**src/rtl/axi_lite_reg_bridge_if.sv**
```systemverilog
// AXI-Lite bundle (no BRESP/RRESP) between the interconnect slave port
// and the register bridge.
interface axi_lite_reg_bridge_if;
    logic        s_awvalid;
    logic        s_awready;
    logic [31:0] s_awaddr;
    logic [2:0]  s_awprot;
    logic        s_wvalid;
    logic        s_wready;
    logic [31:0] s_wdata;
    logic [3:0]  s_wstrb;
    logic        s_bvalid;
    logic        s_bready;
    logic        s_arvalid;
    logic        s_arready;
    logic [31:0] s_araddr;
    logic [2:0]  s_arprot;
    logic        s_rvalid;
    logic        s_rready;
    logic [31:0] s_rdata;

    modport master (
        output s_awvalid, s_awaddr, s_awprot,
        output s_wvalid, s_wdata, s_wstrb,
        output s_bready,
        output s_arvalid, s_araddr, s_arprot,
        output s_rready,
        input  s_awready, s_wready, s_bvalid,
        input  s_arready, s_rvalid, s_rdata
    );

    modport slave (
        input  s_awvalid, s_awaddr, s_awprot,
        input  s_wvalid, s_wdata, s_wstrb,
        input  s_bready,
        input  s_arvalid, s_araddr, s_arprot,
        input  s_rready,
        output s_awready, s_wready, s_bvalid,
        output s_arready, s_rvalid, s_rdata
    );
endinterface

```
**src/rtl/axi_lite_reg_bridge.sv**
```systemverilog
// AXI-Lite slave to req/ack register bus bridge, round-robin read/write.
// Define REGBRIDGE_TIMEOUT_EN for ack-timeout recovery (err_pulse).
module axi_lite_reg_bridge #(
    parameter int ADDR_W         = 10,
    parameter int TIMEOUT_CYCLES = 256
) (
    input  logic                 clk,
    input  logic                 reset,
    axi_lite_reg_bridge_if.slave s,
    output logic                 reg_req,
    output logic                 reg_we,
    output logic [ADDR_W-1:0]    reg_addr,
    output logic [31:0]          reg_wdata,
    output logic [3:0]           reg_wstrb,
    input  logic [31:0]          reg_rdata,
    input  logic                 reg_ack,
    output logic                 err_pulse
);

    typedef enum logic [2:0] {
        IDLE,
        WR_BUS,
        RD_BUS,
        WR_RESP,
        RD_RESP
    } state_e;

    localparam logic [15:0] TO_LAST = 16'(TIMEOUT_CYCLES - 1);
    localparam logic [31:0] TO_DATA = 32'hDEAD_BEEF;

    state_e state_q, state_d;
    logic   last_rd_q, last_rd_d;

    logic        aw_full_q, aw_full_d;
    logic [31:0] awaddr_q, awaddr_d;
    logic        w_full_q, w_full_d;
    logic [31:0] wdata_q, wdata_d;
    logic [3:0]  wstrb_q, wstrb_d;
    logic        ar_full_q, ar_full_d;
    logic [31:0] araddr_q, araddr_d;

    logic              req_q, req_d;
    logic              we_q, we_d;
    logic [ADDR_W-1:0] addr_q, addr_d;
    logic [31:0]       bwdata_q, bwdata_d;
    logic [3:0]        bwstrb_q, bwstrb_d;
    logic              bvalid_q, bvalid_d;
    logic              rvalid_q, rvalid_d;
    logic [31:0]       rdata_q, rdata_d;
    logic              err_q, err_d;

    logic        aw_hs, w_hs, ar_hs;
    logic        wr_pend, rd_pend;
    logic [31:0] wr_addr, wr_data, rd_addr;
    logic [3:0]  wr_strb;
    logic        expired;

    assign s.s_awready = !aw_full_q && !reset;
    assign s.s_wready  = !w_full_q && !reset;
    assign s.s_arready = !ar_full_q && !reset;

    assign aw_hs = s.s_awvalid && s.s_awready;
    assign w_hs  = s.s_wvalid && s.s_wready;
    assign ar_hs = s.s_arvalid && s.s_arready;

    // IDLE may launch on a beat arriving this very cycle, hence the bypass.
    assign wr_addr = aw_full_q ? awaddr_q : s.s_awaddr;
    assign wr_data = w_full_q ? wdata_q : s.s_wdata;
    assign wr_strb = w_full_q ? wstrb_q : s.s_wstrb;
    assign rd_addr = ar_full_q ? araddr_q : s.s_araddr;

    assign wr_pend = (aw_full_q || aw_hs) && (w_full_q || w_hs);
    assign rd_pend = ar_full_q || ar_hs;

`ifdef REGBRIDGE_TIMEOUT_EN
    logic [15:0] cnt_q, cnt_d;

    always_comb begin
        cnt_d = '0;
        if (state_q == WR_BUS || state_q == RD_BUS) begin
            cnt_d = cnt_q + 16'd1;
        end
    end

    always_ff @(posedge clk) begin
        if (reset) begin
            cnt_q <= '0;
        end else begin
            cnt_q <= cnt_d;
        end
    end

    assign expired = (cnt_q == TO_LAST);
`else
    logic unused_to;
    assign unused_to = ^TO_LAST;
    assign expired   = 1'b0;
`endif

    always_comb begin
        state_d   = state_q;
        last_rd_d = last_rd_q;
        aw_full_d = aw_full_q;
        awaddr_d  = awaddr_q;
        w_full_d  = w_full_q;
        wdata_d   = wdata_q;
        wstrb_d   = wstrb_q;
        ar_full_d = ar_full_q;
        araddr_d  = araddr_q;
        req_d     = req_q;
        we_d      = we_q;
        addr_d    = addr_q;
        bwdata_d  = bwdata_q;
        bwstrb_d  = bwstrb_q;
        bvalid_d  = bvalid_q;
        rvalid_d  = rvalid_q;
        rdata_d   = rdata_q;
        err_d     = 1'b0;

        if (aw_hs) begin
            aw_full_d = 1'b1;
            awaddr_d  = s.s_awaddr;
        end
        if (w_hs) begin
            w_full_d = 1'b1;
            wdata_d  = s.s_wdata;
            wstrb_d  = s.s_wstrb;
        end
        if (ar_hs) begin
            ar_full_d = 1'b1;
            araddr_d  = s.s_araddr;
        end

        case (state_q)
            IDLE: begin
                if (wr_pend && (!rd_pend || last_rd_q)) begin
                    state_d  = WR_BUS;
                    req_d    = 1'b1;
                    we_d     = 1'b1;
                    addr_d   = wr_addr[ADDR_W+1:2];
                    bwdata_d = wr_data;
                    bwstrb_d = wr_strb;
                    if (rd_pend) begin
                        last_rd_d = 1'b0;
                    end
                end else if (rd_pend) begin
                    state_d  = RD_BUS;
                    req_d    = 1'b1;
                    we_d     = 1'b0;
                    addr_d   = rd_addr[ADDR_W+1:2];
                    bwdata_d = '0;
                    bwstrb_d = '0;
                    if (wr_pend) begin
                        last_rd_d = 1'b1;
                    end
                end
            end
            WR_BUS: begin
                if (reg_ack || expired) begin
                    state_d  = WR_RESP;
                    req_d    = 1'b0;
                    bvalid_d = 1'b1;
                    err_d    = !reg_ack;
                end
            end
            RD_BUS: begin
                if (reg_ack || expired) begin
                    state_d  = RD_RESP;
                    req_d    = 1'b0;
                    rvalid_d = 1'b1;
                    rdata_d  = reg_ack ? reg_rdata : TO_DATA;
                    err_d    = !reg_ack;
                end
            end
            WR_RESP: begin
                if (s.s_bready) begin
                    state_d   = IDLE;
                    bvalid_d  = 1'b0;
                    aw_full_d = 1'b0;
                    w_full_d  = 1'b0;
                end
            end
            RD_RESP: begin
                if (s.s_rready) begin
                    state_d   = IDLE;
                    rvalid_d  = 1'b0;
                    ar_full_d = 1'b0;
                end
            end
            default: state_d = IDLE;
        endcase
    end

    always_ff @(posedge clk) begin
        if (reset) begin
            state_q   <= IDLE;
            last_rd_q <= 1'b1;
            aw_full_q <= 1'b0;
            awaddr_q  <= '0;
            w_full_q  <= 1'b0;
            wdata_q   <= '0;
            wstrb_q   <= '0;
            ar_full_q <= 1'b0;
            araddr_q  <= '0;
            req_q     <= 1'b0;
            we_q      <= 1'b0;
            addr_q    <= '0;
            bwdata_q  <= '0;
            bwstrb_q  <= '0;
            bvalid_q  <= 1'b0;
            rvalid_q  <= 1'b0;
            rdata_q   <= '0;
            err_q     <= 1'b0;
        end else begin
            state_q   <= state_d;
            last_rd_q <= last_rd_d;
            aw_full_q <= aw_full_d;
            awaddr_q  <= awaddr_d;
            w_full_q  <= w_full_d;
            wdata_q   <= wdata_d;
            wstrb_q   <= wstrb_d;
            ar_full_q <= ar_full_d;
            araddr_q  <= araddr_d;
            req_q     <= req_d;
            we_q      <= we_d;
            addr_q    <= addr_d;
            bwdata_q  <= bwdata_d;
            bwstrb_q  <= bwstrb_d;
            bvalid_q  <= bvalid_d;
            rvalid_q  <= rvalid_d;
            rdata_q   <= rdata_d;
            err_q     <= err_d;
        end
    end

    assign reg_req   = req_q;
    assign reg_we    = we_q;
    assign reg_addr  = addr_q;
    assign reg_wdata = bwdata_q;
    assign reg_wstrb = bwstrb_q;
    assign err_pulse = err_q;

    assign s.s_bvalid = bvalid_q;
    assign s.s_rvalid = rvalid_q;
    assign s.s_rdata  = rdata_q;

    // Protection bits and out-of-window address bits carry no meaning here.
    logic unused_bits;
    assign unused_bits = ^{s.s_awprot, s.s_arprot,
                           wr_addr[31:ADDR_W+2], wr_addr[1:0],
                           rd_addr[31:ADDR_W+2], rd_addr[1:0]};

endmodule

```
**src/flat_wrapper.sv**
```systemverilog
// flat-port wrapper written by rule: the top's interface ports become plain ports
module axi_lite_reg_bridge_flat 
#(
    parameter int ADDR_W         = 10,
    parameter int TIMEOUT_CYCLES = 256
)
  (clk, reset, reg_req, reg_we, reg_addr, reg_wdata, reg_wstrb, reg_rdata, reg_ack, err_pulse, s_s_awvalid, s_s_awaddr, s_s_awprot, s_s_wvalid, s_s_wdata, s_s_wstrb, s_s_bready, s_s_arvalid, s_s_araddr, s_s_arprot, s_s_rready, s_s_awready, s_s_wready, s_s_bvalid, s_s_arready, s_s_rvalid, s_s_rdata);
  axi_lite_reg_bridge_if s_i ();
  input  logic clk;
  input  logic reset;
  output logic reg_req;
  output logic reg_we;
  output logic [ADDR_W-1:0] reg_addr;
  output logic [31:0] reg_wdata;
  output logic [3:0] reg_wstrb;
  input  logic [31:0] reg_rdata;
  input  logic reg_ack;
  output logic err_pulse;
  input wire logic [$bits(s_i.s_awvalid)-1:0] s_s_awvalid;
  input wire logic [$bits(s_i.s_awaddr)-1:0] s_s_awaddr;
  input wire logic [$bits(s_i.s_awprot)-1:0] s_s_awprot;
  input wire logic [$bits(s_i.s_wvalid)-1:0] s_s_wvalid;
  input wire logic [$bits(s_i.s_wdata)-1:0] s_s_wdata;
  input wire logic [$bits(s_i.s_wstrb)-1:0] s_s_wstrb;
  input wire logic [$bits(s_i.s_bready)-1:0] s_s_bready;
  input wire logic [$bits(s_i.s_arvalid)-1:0] s_s_arvalid;
  input wire logic [$bits(s_i.s_araddr)-1:0] s_s_araddr;
  input wire logic [$bits(s_i.s_arprot)-1:0] s_s_arprot;
  input wire logic [$bits(s_i.s_rready)-1:0] s_s_rready;
  output wire logic [$bits(s_i.s_awready)-1:0] s_s_awready;
  output wire logic [$bits(s_i.s_wready)-1:0] s_s_wready;
  output wire logic [$bits(s_i.s_bvalid)-1:0] s_s_bvalid;
  output wire logic [$bits(s_i.s_arready)-1:0] s_s_arready;
  output wire logic [$bits(s_i.s_rvalid)-1:0] s_s_rvalid;
  output wire logic [$bits(s_i.s_rdata)-1:0] s_s_rdata;
  assign s_i.s_awvalid = s_s_awvalid;
  assign s_i.s_awaddr = s_s_awaddr;
  assign s_i.s_awprot = s_s_awprot;
  assign s_i.s_wvalid = s_s_wvalid;
  assign s_i.s_wdata = s_s_wdata;
  assign s_i.s_wstrb = s_s_wstrb;
  assign s_i.s_bready = s_s_bready;
  assign s_i.s_arvalid = s_s_arvalid;
  assign s_i.s_araddr = s_s_araddr;
  assign s_i.s_arprot = s_s_arprot;
  assign s_i.s_rready = s_s_rready;
  assign s_s_awready = s_i.s_awready;
  assign s_s_wready = s_i.s_wready;
  assign s_s_bvalid = s_i.s_bvalid;
  assign s_s_arready = s_i.s_arready;
  assign s_s_rvalid = s_i.s_rvalid;
  assign s_s_rdata = s_i.s_rdata;
  axi_lite_reg_bridge #(.ADDR_W(ADDR_W), .TIMEOUT_CYCLES(TIMEOUT_CYCLES)) u_core (.clk(clk), .reset(reset), .s(s_i), .reg_req(reg_req), .reg_we(reg_we), .reg_addr(reg_addr), .reg_wdata(reg_wdata), .reg_wstrb(reg_wstrb), .reg_rdata(reg_rdata), .reg_ack(reg_ack), .err_pulse(err_pulse));
endmodule
```
**config.mk**
```make
export PLATFORM = sky130hd
export DESIGN_NAME = axi_lite_reg_bridge_flat
export DESIGN_NICKNAME = d
export VERILOG_FILES = /design/src/rtl/axi_lite_reg_bridge_if.sv /design/src/rtl/axi_lite_reg_bridge.sv /design/src/flat_wrapper.sv
export SDC_FILE = /design/constraint.sdc
export NUM_CORES = 1
export LEC_CHECK = 0
export ABC_AREA = 1
export CAP_MARGIN = 20
export CORE_ASPECT_RATIO = 0.8
export CORE_MARGIN = 3
export CORE_UTILIZATION = 30
export CTS_CLUSTER_DIAMETER = 150
export DETAILED_ROUTE_END_ITERATION = 12
export GPL_TIMING_DRIVEN = 0
export PLACE_DENSITY = 0.59
export RECOVER_POWER = 25
export SKIP_CTS_REPAIR_TIMING = 1
export SLEW_MARGIN = 20
export SYNTH_ARGS = -nofsm -noshare
export SYNTH_HDL_FRONTEND = slang
export SYNTH_SLANG_ARGS = --single-unit
```
**constraint.sdc**
```tcl
create_clock -name clk -period 1.8 [get_ports clk]
set_clock_uncertainty 0.05 [all_clocks]
set_input_delay 0.36 -clock clk [delete_from_list [all_inputs] [get_ports clk]]
set_output_delay 0.36 -clock clk [all_outputs]
set_load 0.03 [all_outputs]
```
== Yosys cells after proc, flatten, opt, wreduce, memory -nomap -nowiden ==
Cells that the tools add are included.
Word-level totals
  register bits: 150
  bits of input ports: 146
  output and inout port bits: 86
  word-level logic and storage cells: 103
Operators by class
  eq/ne operators: 10
  mux-type cells: 40
  bitwise logic cells: 2
  reductions and logical operators: 33
Operators with widths (count)
  32-bit 2-to-1 mux: 3
  12-bit 2-to-1 mux: 2
  1-bit 2-to-1 mux: 20
  10-bit 2-to-1 mux: 2
  3-bit 2-to-1 mux: 6
  3-bit case mux with 5 select lines: 1
  4-bit 2-to-1 mux: 3
  3-bit AND reduction: 4
  2-bit nonzero test: 5
  1-bit logical AND: 8
  2-bit inequality test, second input constant: 4
  3-bit by 2-bit == test with 1-bit output, second input constant: 2
  1-bit zero test: 6
  1-bit case mux with 2 select lines: 3
  5-bit AND reduction: 1
  1-bit logical OR: 4
  2-bit AND reduction: 2
  3-bit by 1-bit == test with 1-bit output, second input constant: 1
  3-bit == test, second input constant: 1
  3-bit zero test: 1
  3-bit by 1-bit inequality test with 1-bit output, second input constant: 1
  3-bit OR reduction: 1
  2-bit by 1-bit inequality test with 1-bit output, second input constant: 1
  1-bit inverter: 2
  2-bit OR reduction: 1

== Logic depth before layout (Yosys ltp) ==
  depth after elaboration: 9
  gate-level depth with buffers: 10
  gate-level depth less buffers: 9

== Worst setup path after synthesis ==
Ideal clock, no wire load.
  path type: input -> register
  start: input reset
  end: register u_core.wdata_q[12]
  setup time: 125 ps
  arrival: 1597 ps
  data required time: 1625 ps
  setup slack: 28 ps
  stages on the path: 6
  path buffers: 2
  path through: buf_4 > nor2_1 > nand2_1 > clkbuf_1 > nand3_1 > o21ai_0
Between the ends
  longest elaborated chain between the ends: 3
Ends and longest elaborated chain
  start: declaration: RTL line flat_wrapper.sv:10  | input logic reset;
  1-bit zero test: RTL line axi_lite_reg_bridge.sv:59  | assign s.s_wready = !w_full_q && !reset;
  1-bit logical AND: RTL line axi_lite_reg_bridge.sv:59
  via s_s_wready: RTL line flat_wrapper.sv:31  | output wire logic [$bits(s_i.s_wready)-1:0] s_s_wready;
  1-bit logical AND: RTL line axi_lite_reg_bridge.sv:63  | assign w_hs = s.s_wvalid && s.s_wready;
  end signal: assignment: RTL line axi_lite_reg_bridge.sv:220  | wdata_q <= wdata_d;
  end: declaration: RTL line axi_lite_reg_bridge.sv:37  | logic [31:0] wdata_q, wdata_d;
The timed path passes the listed nets, and every way through them passes these cells.
A chain may end at the register's enable or synchronous reset.

== Final worst setup path ==
  start: register u_core.ar_full_q
  end: output s_s_arready
Between the ends
  longest elaborated chain between the ends: 2
Ends and longest elaborated chain
  start: declaration: RTL line axi_lite_reg_bridge.sv:39  | logic ar_full_q, ar_full_d;
  start signal: assignment: RTL line axi_lite_reg_bridge.sv:222  | ar_full_q <= ar_full_d;
  1-bit zero test: RTL line axi_lite_reg_bridge.sv:60  | assign s.s_arready = !ar_full_q && !reset;
  1-bit logical AND: RTL line axi_lite_reg_bridge.sv:60
  end: declaration: RTL line flat_wrapper.sv:33  | output wire logic [$bits(s_i.s_arready)-1:0] s_s_arready;
No other way between the ends.

==> out/qor.yml <==
status: "complete, no violations"
cp_data_required_time_ns: 1.39
synth_seq_cells: 146
hold_class: "reg2reg"
drive_above_1_share_pct: 12.2
worstMarginPinSlew_ns: 0.726
start_kind: "flop"
finalCritPeriodShare_pct: 93.8
fillers: 2105
avgRoutedWirePerCell_um: 14.8
clk_pin_slew_ns: 0.06
max_freq_mhz: 593
critPathKind: "reg2out"
track_usage_pct: 17.1
slew_viol_final: 0
syn_inst: 839
multiInputGateArea_um2: 2590
yosysTopAreaCell: "dfxtp_1"
clock_sinks: 146
cts_buffer_depth: 2
hold_viol_final: 0
fin_nets: 1185
numPortBuffers: 181
overflow: 0
drc: 0
final_cell_mix: "dfxtp_1 (146), o21ai_0 (145), inv_1 (117)"
layout_commonest_cell: "dfxtp_1"
grt_pass1_wl_um: 31100
die-area_um2: 22700
place.gp.congestion: 0.817
htree_levels: 4
hpwl_um: 14300
finalSetupViolations: 0
preCtsSetupSlack_ns: -0.598
core_um2: 20200
dr_total_vias: 6078
slew-limit-headroom_pct: 51.6
power.leakage_nw: 4.16
final_cells: 1315
wirelength_um: 19500
path_max_fanout: 6
netlist_top_cells_area: "dfxtp_1 (46%), o21ai_0 (12%), nand3_1 (8.3%)"
die_x_um: 168
firstDrtPassIters: 5
start_util_pct: 31.1
synth_top_cell_area_share_pct: 46.5
seq_area_um2: 2920
area_delta_synth_final_pct: 41.2
cp-end-kind: "output port"
die_y_um: 135
drtIter0Drc: 329
diodes: 0
syn_area_um2: 6290
rsz0062_at_grt: "false"
io-pin-count: 232
antenna_left: 0
fin_crit_ns: 1.69
numCtsBuffers: 17
syn_area_per_cell_um2: 7.49
yosysSeqAreaShare_pct: 46.5
synth_cell_types: 27
grt_pass1_vias: 5896
powerDensity_nw_per_um2: 1160
worstPathArrival_ns: 1.28
cts_tree: "built"
antenna_found_initial: 1
ctsRootBufferMaster: "clkbuf_16"
via_per_inst: 4.62
grt_max_degree: 17
fin_ws_ns: 0.112
ir_worst_vdd_v: 0.000558
synth_nets: 985
cap_violations: 0
synth_warnings: 0
insertion_delay_ns: 0.42
row_count: 46
place_inst: 1284
## Yosys cell counts, drive strengths merged
cell type,number
nand3,112
nand4,1
o21ai,147
nand3b,1
o31ai,1
o22ai,1
conb,1
buf,30
nand2,136
clkbuf,31
inv,122
nor2,16
a21oi,93
dfxtp,146
o21bai,1
## report_power, final
part	switching [W]	total, W	internal [W]
Combinational	0.00199	0.00302	0.00103
Sequential	0.000225	0.00387	0.00365
Clock	0.00140	0.00344	0.00204
## critical path, stage by stage, from the launching register on
cell,delay [ns]
dfxtp_1,0.36
nor2_1,0.17
dlymetal6s2s_1,0.33
## cell families (layout without fill, tap and decap cells)
logic type,count (synthesis),in the layout,share of synthesized area [%]
and+or+nand+nor,266,266,20.0
AOI/OAI and AO/OA,243,243,21.1
buffers and inverters,183,395,12.3
DFF,146,146,46.5
other,1,1,0.0597
## routing by layer
metal | wire [um] | global-route usage [%] | vias up
met5 | 9 | 0 | -
met4 | 191 | 4.50 | 2
met3 | 1490 | 5.92 | 15
met2 | 8290 | 26.0 | 171
met1 | 9530 | 23.4 | 2764
li1 | - | - | 3126
## final timing paths
kind,startpoint,to,slack (ns),cells past startpoint
worst max register to register,u_core.state_q[1],u_core.reg_wdata[25],0.19,6
worst min register to register,u_core.s.s_rdata[29],u_core.s.s_rdata[29],0.39,2
worst min-delay path,u_core.s.s_rdata[29],u_core.s.s_rdata[29],0.39,2
worst max-delay path,u_core.ar_full_q,s_s_arready,0.11,2
## sequential cells by signal, summed over array words and instances (netlist names), 3 cells and up
| name | flops |
|---|---|
| u_core.araddr_q | 10 |
| u_core.awaddr_q | 10 |
| u_core.reg_addr | 10 |
| u_core.reg_wdata | 32 |
| u_core.reg_wstrb | 4 |
| u_core.s.s_rdata | 32 |
| u_core.state_q | 3 |
| u_core.wdata_q | 32 |
| u_core.wstrb_q | 4 |
## final cells by class
cell class / instances / area share, %
buffer: 61 / 3.68
clock buffer: 23 / 5.50
clock inverter: 8 / 0.874
inverter: 122 / 5.16
multi-input combinational: 510 / 29.2
sequential: 146 / 32.9
tap: 264 / 3.72
timing repair buffer: 181 / 19.0
## stage by stage
stage               hold WS, ns  area, um2  power (W)  util (%)  setup TNS (ns)
global placement          0.382       8430    0.00716      41.7          -46.56
detailed placement        0.387       8430    0.00718      41.7          -47.76
finish                    0.390       8880     0.0103      43.9               0
global route              0.412       8880     0.0109      43.9               0
floorplan                 0.375       6290    0.00586         -               0
CTS                       0.394       8990     0.0106      44.5          -10.06
Power figures use the tool's default switching activity.
==> patch (same flow settings) <==
`wdata_q` no longer has a reset.
--- a/src/rtl/axi_lite_reg_bridge.sv
+++ b/src/rtl/axi_lite_reg_bridge.sv
@@ -198,7 +198,6 @@
             aw_full_q <= 1'b0;
             awaddr_q  <= '0;
             w_full_q  <= 1'b0;
-            wdata_q   <= '0;
             wstrb_q   <= '0;
             ar_full_q <= 1'b0;
             araddr_q  <= '0;
@@ -217,7 +216,6 @@
             aw_full_q <= aw_full_d;
             awaddr_q  <= awaddr_d;
             w_full_q  <= w_full_d;
-            wdata_q   <= wdata_d;
             wstrb_q   <= wstrb_d;
             ar_full_q <= ar_full_d;
             araddr_q  <= araddr_d;
@@ -233,6 +231,10 @@
         end
     end
 
+    always_ff @(posedge clk) begin
+        wdata_q <= wdata_d;
+    end
+
     assign reg_req   = req_q;
     assign reg_we    = we_q;
     assign reg_addr  = addr_q;
Function: same outputs for any inputs over 4 cycles, from zero or initial values and one cycle with reset high; that may be too few to reach the edited logic, so the function may still have changed.
==> patch against the unedited design <==
- design area grew 0.61%
- wire length shrank 12%
- sequential power grew 3%
- synthesized area shrank 5.6%
- sequential cell count is the same
- critical endpoint is now s_s_wready
- worst setup slack lost 0.034 ns
- total power grew 0.62%
- first-iteration DRC count shrank 0.91%
- register-to-register slack lost 0.09 ns
==> patch: results (changes against the unedited design) <==
| Group | Item | Value | vs unedited |
|:---|:---|:---|:---|
| outcome | Run status | finished, final reports clean |  |
| place | # port buffers | 180 | -0.55% |
| power | Cell leakage power | 4.74 nW | +14% |
| setup path | Data arrival, critical path | 1.31 ns | +0.03 ns |
| worst hold path | Path class of the lowest-slack min-delay path | reg -> reg |  |
| finish | Fraction of final layout cells sized beyond drive strength 1 | 0.124 | +0.00239 |
| power | Max rail drop VDD | 0.598 mV | +7.0% |
| global routing | Global-route wire length before repair | 27000 um | -13% |
| route | Wirelength per Cell | 14.7 um | -1.1% |
| place | Final weighted congestion of routability-driven global placement | 0.771 | -5.6% |
| finish | Antenna diodes | 0 | unchanged |
| synth | Post-synth cell types | 29 | +7.4% |
| synth | Post-synth EDFFs | 32 | +32 |
| setup path | Worst reg-to-reg setup slack | 0.10 ns | -0.09 ns |
| synth | Yosys warning total | 0 | unchanged |
| route | Initial DRC count | 326 | -0.91% |
| sta | Worst slew pin tran | 0.663 ns | -0.0634 ns |
| synth | Syn Nets | 836 | -15% |
| synth | Top cell types by occurrence after synthesis | sky130_fd_sc_hd__nand2_1, sky130_fd_sc_hd__dfxtp_1, sky130_fd_sc_hd__a21oi_1 |  |
| place | Area post-placement | 8110 um2 | -3.7% |
| setup path | Critical path endpoint | s_s_wready |  |
| place | HPWL after detailed placement | 12300 um | -14% |
| global routing | Number of global-route vias before repair | 5196 | -12% |
| synth | Sequential area share after synthesis | 0.547 | +0.0816 |
| cts | Clock-pin slew of the registers on the worst-case setup and hold paths | 0.06 ns | about the same |
| cts | Count of H-tree levels built during CTS | 4 | unchanged |
| route | Detailed-router iteration count before antenna repair | 4 | -1 |
| sta | Share of the clock period used by the worst path after layout | 0.956 | +0.0187 |
| place | Setup slack after placement | -0.762 ns | -0.165 ns |
| cts | Maximum clock path buffer count | 2 | unchanged |
| finish | Fillers | 1873 | -11% |
| cts | Cts bufs inserted | 17 | unchanged |
| synth | Share of synthesized flip-flops with an asynchronous set or reset | 0 | unchanged |
| global routing | Total GRT Usage | 0.158 | -0.0131 |
| global routing | Number of antenna violations at the first check in global routing | 1 | unchanged |
| synth | Cells taking the most area after synthesis | sky130_fd_sc_hd__dfxtp_1, sky130_fd_sc_hd__edfxtp_1, sky130_fd_sc_hd__nand2_1 |  |
| setup path | Capture instance of the worst register-to-register path | u_core.reg_wdata[24] |  |
| setup path | Start point of the critical path | u_core.w_full_q |  |
| cts | Clock insertion delay at the later pin of the skew report | 0.42 ns | about the same |
| setup path | Max FO, Critical Path | 10 | +4 |
| setup path | Cell depth of the worst flop-to-flop path | 5 | -1 |
| route | Vias per cell | 4.49 | -2.9% |
| finish | Net count reported at finish | 1043 | -12% |
| global routing | Maximum number of pins on one net before global-route repair | 18 | +1 |
## patch: worst min-delay path by stage
stage,start,to,slack [ns],cells after the start
final,u_core.s.s_rdata[25],u_core.s.s_rdata[25],0.39,2
after global routing,u_core.s.s_rdata[31],u_core.s.s_rdata[31],0.40,2
after CTS,reset,u_core.wdata_q[26],0.32,2
after detailed placement,u_core.s.s_rdata[4],u_core.s.s_rdata[4],0.39,2
after global placement,u_core.s.s_rdata[16],u_core.s.s_rdata[16],0.38,2
after floorplan,u_core.araddr_q[11],u_core.araddr_q[11],0.37,2
## patch: layout make-up
| cell class | instances | area, um2 | area share |
|---|---|---|---|
| sequential | 146 | 3240 | 0.363 |
| multi-input combinational | 419 | 2200 | 0.246 |
| timing repair buffer | 188 | 2060 | 0.231 |
| clock buffer | 23 | 478 | 0.0535 |
| tap | 258 | 323 | 0.0361 |
| inverter | 81 | 309 | 0.0346 |
| buffer | 44 | 239 | 0.0268 |
| clock inverter | 9 | 80.1 | 0.00896 |
## patch: metal layers
layer,up-vias,share of wire,wire (um),global-route usage
li1,2695,-,-,-
met1,2375,0.48,8170,0.209
met2,149,0.43,7440,0.240
met3,20,0.078,1340,0.0622
met4,2,0.010,171,0.0474
met5,-,0.00076,13,0
## patch: cell families after synthesis
logic type / count (synthesis) / synth area share
AND/OR/NAND/NOR: 205 / 0.148
AO/OA/AOI/OAI: 181 / 0.159
flip-flops: 146 / 0.547
buffers and inverters: 125 / 0.0854
multiplexers: 32 / 0.0607
other: 1 / 0.000632
## patch: per-stage QoR
step / utilization / instances
final: 0.465 / 1168
after detailed placement: 0.423 / 1130
after global routing: 0.465 / 1168
after CTS: 0.452 / 1162
after floorplan: - / 690
after global placement: 0.421 / 1128
## patch: report_power, final
group | internal [mW] | switching [mW]
Sequential | 3.77 | 0.214
Combinational | 1.25 | 1.76
Clock | 2.01 | 1.40
Total | 7.03 | 3.37
## patch: critical path, stage by stage (launching register included)
cell                       delay (ns)
sky130_fd_sc_hd__dfxtp_1         0.31
sky130_fd_sc_hd__buf_6           0.13
sky130_fd_sc_hd__clkbuf_8        0.16
sky130_fd_sc_hd__nor2_1          0.09
sky130_fd_sc_hd__clkbuf_4        0.20
